[src/rtl/pattern_sequencer.sv]
// Simon-style target sequence: appends one pad per round from the LFSR,
// plays the sequence back as timed highlights, then checks player guesses.
module pattern_sequencer #(
   parameter int MAX_LEN    = 16,
   parameter int IDX_WIDTH  = 2,
   parameter int ON_CYCLES  = 25_000_000,
   parameter int OFF_CYCLES = 12_500_000
) (
   input  logic                         clk_in,
   input  logic                         rst_in,
   input  logic [15:0]                  rand_in,
   input  logic                         clear_in,
   input  logic                         new_round_in,
   input  logic                         guess_valid_in,
   input  logic [IDX_WIDTH-1:0]         guess_idx_in,
   output logic                         show_valid_out,
   output logic [IDX_WIDTH-1:0]         show_idx_out,
   output logic                         input_ready_out,
   output logic                         correct_out,
   output logic                         wrong_out,
   output logic                         round_done_out,
   output logic                         game_won_out,
   output logic [$clog2(MAX_LEN+1)-1:0] len_out
);

   localparam int LW   = $clog2(MAX_LEN + 1);
   localparam int PW   = $clog2(MAX_LEN);
   localparam int MAXC = (ON_CYCLES > OFF_CYCLES) ? ON_CYCLES : OFF_CYCLES;
   localparam int TW   = $clog2(MAXC + 1);

   typedef enum logic [1:0] {
      S_IDLE,
      S_SHOW_ON,
      S_SHOW_OFF,
      S_INPUT
   } state_t;

   state_t               r_state;
   logic [LW-1:0]        r_len;
   logic [PW-1:0]        r_ptr;
   logic [TW-1:0]        r_timer;
   logic [IDX_WIDTH-1:0] r_seq [MAX_LEN];

   logic                 r_show_valid;
   logic [IDX_WIDTH-1:0] r_show_idx;
   logic                 r_input_ready;
   logic                 r_correct;
   logic                 r_wrong;
   logic                 r_round_done;
   logic                 r_game_won;

   logic                 w_append;
   logic                 w_full;
   logic                 w_last;
   logic                 w_timer_zero;
   logic [PW-1:0]        w_ptr_inc;
   logic [IDX_WIDTH-1:0] w_rand_idx;
   logic [IDX_WIDTH-1:0] w_first_idx;
   logic                 w_unused;

   assign w_rand_idx   = rand_in[IDX_WIDTH-1:0];
   assign w_unused     = ^rand_in[15:IDX_WIDTH];
   assign w_full       = (r_len == LW'(MAX_LEN));
   assign w_append     = !rst_in && !clear_in && (r_state == S_IDLE)
                         && new_round_in && !w_full;
   assign w_last       = (LW'(r_ptr) == (r_len - LW'(1)));
   assign w_timer_zero = (r_timer == '0);
   assign w_ptr_inc    = r_ptr + PW'(1);
   // On the first round seq[0] is written on the same edge it is shown.
   assign w_first_idx  = (r_len == '0) ? w_rand_idx : r_seq[0];

   // Sequence storage: append the new pad index at position len.
   always_ff @(posedge clk_in) begin
      if (w_append) begin
         r_seq[r_len[PW-1:0]] <= w_rand_idx;
      end
   end

   // Main FSM with registered outputs; pulses default low every cycle.
   always_ff @(posedge clk_in) begin
      if (rst_in || clear_in) begin
         r_state       <= S_IDLE;
         r_len         <= '0;
         r_ptr         <= '0;
         r_timer       <= '0;
         r_show_valid  <= 1'b0;
         r_show_idx    <= '0;
         r_input_ready <= 1'b0;
         r_correct     <= 1'b0;
         r_wrong       <= 1'b0;
         r_round_done  <= 1'b0;
         r_game_won    <= 1'b0;
      end else begin
         r_correct    <= 1'b0;
         r_wrong      <= 1'b0;
         r_round_done <= 1'b0;
         r_game_won   <= 1'b0;
         case (r_state)
            S_IDLE: begin
               if (new_round_in) begin
                  if (w_full) begin
                     r_game_won <= 1'b1;
                  end else begin
                     r_len        <= r_len + LW'(1);
                     r_ptr        <= '0;
                     r_timer      <= TW'(ON_CYCLES - 1);
                     r_show_valid <= 1'b1;
                     r_show_idx   <= w_first_idx;
                     r_state      <= S_SHOW_ON;
                  end
               end
            end
            S_SHOW_ON: begin
               if (w_timer_zero) begin
                  r_timer      <= TW'(OFF_CYCLES - 1);
                  r_show_valid <= 1'b0;
                  r_show_idx   <= '0;
                  r_state      <= S_SHOW_OFF;
               end else begin
                  r_timer <= r_timer - TW'(1);
               end
            end
            S_SHOW_OFF: begin
               if (!w_timer_zero) begin
                  r_timer <= r_timer - TW'(1);
               end else if (!w_last) begin
                  r_ptr        <= w_ptr_inc;
                  r_timer      <= TW'(ON_CYCLES - 1);
                  r_show_valid <= 1'b1;
                  r_show_idx   <= r_seq[w_ptr_inc];
                  r_state      <= S_SHOW_ON;
               end else begin
                  r_ptr         <= '0;
                  r_timer       <= '0;
                  r_input_ready <= 1'b1;
                  r_state       <= S_INPUT;
               end
            end
            S_INPUT: begin
               if (guess_valid_in) begin
                  if (guess_idx_in == r_seq[r_ptr]) begin
                     r_correct <= 1'b1;
                     if (w_last) begin
                        r_round_done  <= 1'b1;
                        r_input_ready <= 1'b0;
                        r_ptr         <= '0;
                        r_state       <= S_IDLE;
                     end else begin
                        r_ptr <= w_ptr_inc;
                     end
                  end else begin
                     r_wrong       <= 1'b1;
                     r_input_ready <= 1'b0;
                     r_ptr         <= '0;
                     r_state       <= S_IDLE;
                  end
               end
            end
            default: begin
               r_state <= S_IDLE;
            end
         endcase
      end
   end

   assign show_valid_out  = r_show_valid;
   assign show_idx_out    = r_show_idx;
   assign input_ready_out = r_input_ready;
   assign correct_out     = r_correct;
   assign wrong_out       = r_wrong;
   assign round_done_out  = r_round_done;
   assign game_won_out    = r_game_won;
   assign len_out         = r_len;

endmodule

[config.mk]
export PLATFORM = sky130hd
export DESIGN_NAME = pattern_sequencer
export DESIGN_NICKNAME = d
export VERILOG_FILES = /design/src/rtl/pattern_sequencer.sv
export SDC_FILE = /design/constraint.sdc
export NUM_CORES = 1
export LEC_CHECK = 0
export ABC_AREA = 1
export CORE_MARGIN = 2
export CORE_UTILIZATION = 50
export CTS_CLUSTER_DIAMETER = 100
export CTS_CLUSTER_SIZE = 24
export DETAILED_ROUTE_END_ITERATION = 8
export MAX_ROUTING_LAYER = met4
export PLACE_DENSITY = 0.7
export SLEW_MARGIN = 20
export SYNTH_ARGS = -nofsm -noshare
export SYNTH_HDL_FRONTEND = slang
export SYNTH_SLANG_ARGS = --single-unit
export TNS_END_PERCENT = 5
[constraint.sdc]
create_clock -name clk_in -period 4.31 [get_ports clk_in]
set_input_delay 0.862 -clock clk_in [delete_from_list [all_inputs] [get_ports clk_in]]
set_output_delay 0.862 -clock clk_in [all_outputs]
set_load 0.02 [all_outputs]
==> metrics.txt <==
reg2reg end=r_timer[15]; routed length per instance=14.8 um; CTS root buf=clkbuf_8; Max IR drop VDD=0.178 mV; largest family of logic cells by synthesized area=simple AND/OR/NAND/NOR gates; hold_sp=input_ready_out; CP max FO=16; vias after detailed routing=4,002; compound-gate portion of the synthesized area=0.146; die footprint=9790 um2; Hold Fails Final Rpt=0; design area=5030 um2; clk buf depth=2; register area=1920 um2; mapped cell area=4510 um2; Simple-Gate Fraction of Synth Area=0.285; top-area cell type share of the netlist area=0.213; global-route wire length before repair=18,000 um; Final Slew Violations=0; Reg clk slew, reported paths=90 ps; register area share after synthesis=0.427; skew final=7.67 ps; Synthesized Nets=624; Post-CTS Hold Buffers=0; Worst R2R Start=len_out[0]; Post-Syn Instances=591; CTS tree=done; crit end category=flip-flop; worst slack, placed=1520 ps; Num CTS Buffers=9; post-synthesis mux area share=0; largest area contributor in the netlist=dfxtp_1; GP Congestion=0.940; Worst Hold Class=flip-flop to flip-flop; slowest cell on the critical path=dfxtp_1; number of global-route vias before repair=3,768; Die W=98.9 um; largest cells by area after synthesis=dfxtp_1 21%, edfxtp_1 21%, nand2_1 9.1%, nand3_1 6.7%, inv_1 5.7%; synthesis-to-finish area growth=11.7%; Post-Synth Adder-Cell Area=0.0278; crit-path leading delay family=simple AND/OR/NAND/NOR gates; crit path from=len_out[0]; multi-input gate area in the final layout=2220 um2; Finish-stage setup viols=0; Leakage=2.03 nW; starting DRC count in detailed routing=324; DR pass1 iterations=6; final hold slack=463 ps; Antenna Cells=0; XOR/XNOR share of the synthesized area=0.0330; Post-CTS Setup Inserts=0; vias per cell=5.53; Final WS setup=1830 ps; Max-Cap Viols=0; initial antenna violation count=0; final period utilization=0.575; Tot GR Track Use=0.236; Residual DRC=0; grt ovf=0; Post-synth ARST share=0; EDFF count, synth=32; FP Rows=34; Tot Pwr=1.70 mW; worst hold endpoint=input_ready_out; CP arrival=2750 ps; RSZ-0062 raised after global routing=no; die height=98.9 um; Reg2Reg Setup Slack=1830 ps; startpoint types=flip-flop; Slew Limit Headroom=0.455; Setup TNS=0 ps; CTS H-tree depth=3; Power Density=338 nW/um2; PortBufs=21; starting density of the core=0.517; final net count=644; Final ANT Viol Nets=0; core box area=8720 um2; crit-path cells=inv_1 -> ha_1 -> nand4_1 -> nand2_1 -> nand2_2 -> nand2_2 -> nor2_4 -> inv_2 -> nor2_4 -> o21ai_1 -> a21oi_1; # fillers=806; status=completed; WHS Path Cells=2; Main synth FF type=dfxtp_1; Max Fclk=404 MHz; Slew @ Worst Pin=816 ps; Post-Syn Area per Cell=7.62 um2; layout cell share with drive strength beyond 1=0.0877; post-layout min period=2480 ps; yosys warns=0; CP bufs+invs=2; Slowest Stage Delay on Critical Path=470 ps; depth of the most critical reg-to-reg path=11; pin count of the biggest net entering global routing=29; Req. time, crit path=4580 ps; Num Clock Sinks=80; Resized Gates After CTS=0; Worst-Skew Late Latency=350 ps; Setup CP Type=flip-flop to flip-flop; Post-DP HPWL=7760 um; synthesis-stage register bit count=80; WL final=10,700 um; Placed Area=4810 um2; Cell variety after synth=39; I/O pin count=36
-- through the flow --
step           utilization  std cells
2_1_floorplan            -        591
3_3_place_gp         0.551        708
3_5_place_dp         0.551        708
4_1_cts              0.577        724
5_1_grt              0.577        724
6_report             0.577        724
-- tightest hold or removal path: stages, from the launching register on --
cell and delay [ps]:
dfxtp_1 320, nand2_1 60, a21oi_1 50
-- layout make-up --
type | count | area share
multi-input cells | 415 | 0.440
well taps | 108 | 0.0269
inverters | 82 | 0.0612
clock inverters | 7 | 0.0204
flip-flops and latches | 80 | 0.382
repair buffers | 23 | 0.0448
clock buffers | 9 | 0.0246
-- how the worst max path moves through the flow --
stage | end | depth (start not counted)
4_1_cts | r_timer[23] | 11
3_3_place_gp | r_timer[11] | 4
3_5_place_dp | r_timer[12] | 4
5_1_grt | r_timer[23] | 11
6_report | r_timer[15] | 11
2_1_floorplan | r_timer[24] | 14
-- cells by family after synthesis --
| logic type | count (synthesis) |
|---|---|
| AND/OR/NAND/NOR | 268 |
| AO/OA/AOI/OAI | 120 |
| buffers and inverters | 96 |
| flip-flops | 80 |
| XOR/XNOR | 17 |
| adder cells (fa/ha/maj) | 10 |
-- metal layers --
metal,global-route usage,part of all wire
met1,0.352,0.51
met2,0.328,0.42
met3,0.0447,0.062
met4,0.0590,0.0095
met5,-,0
-- power by group --
group / switching (mW) / internal (mW) / total [mW]
Clock: 0.297 / 0.332 / 0.629
Combinational: 0.165 / 0.0867 / 0.251
Sequential: 0.0175 / 0.802 / 0.819
-- flip-flops by register name, indices dropped and copies added, names as in the netlist, 2 cells and up, named ones only --
| name | count |
|---|---|
| r_seq | 32 |
| r_timer | 25 |
| len_out | 5 |
| r_ptr | 4 |
| r_state | 2 |
| show_idx_out | 2 |
-- cell usage after synthesis (2+ instances only) --
cell / count
clkbuf_1: 6
dfxtp_1: 48
xnor2_1: 5
nor2_2: 2
buf_2: 6
nand4_2: 2
nand2_2: 4
inv_2: 12
a31oi_1: 2
nor2_4: 7
nor2_8: 2
xor2_1: 12
nand4_1: 5
nand2_4: 2
o211ai_1: 9
nand3_1: 60
buf_1: 2
a211oi_1: 8
nor3_1: 11
edfxtp_1: 32
o21ai_0: 47
a21oi_1: 39
o21ai_1: 11
nor4_1: 3
nor2_1: 55
ha_1: 10
inv_1: 68
clkinv_1: 2
nand2_1: 109
-- placed cells by master, fill, tap and decap left out, types with 2 or more instances in the layout --
cell and instances:
xnor2_1 5, bufinv_16 2, nand2_4 2, nand2_1 109, nand2_2 4, xor2_1 12
a21oi_1 39, nor2_4 7, nor3_1 11, o211ai_1 9, clkbuf_8 9, inv_1 68
clkdlybuf4s50_1 21, a211oi_1 8, edfxtp_1 32, nor2_8 2, nand4_1 5, nand4_2 2
clkinv_4 2, nand3_1 60, o21ai_1 11, nor4_1 3, inv_6 2, buf_4 2
o21ai_0 47, inv_2 12, clkinv_1 2, nor2_2 2, ha_1 10, a31oi_1 2
nor2_1 55, dfxtp_1 48
Power figures use the tool's default switching activity.
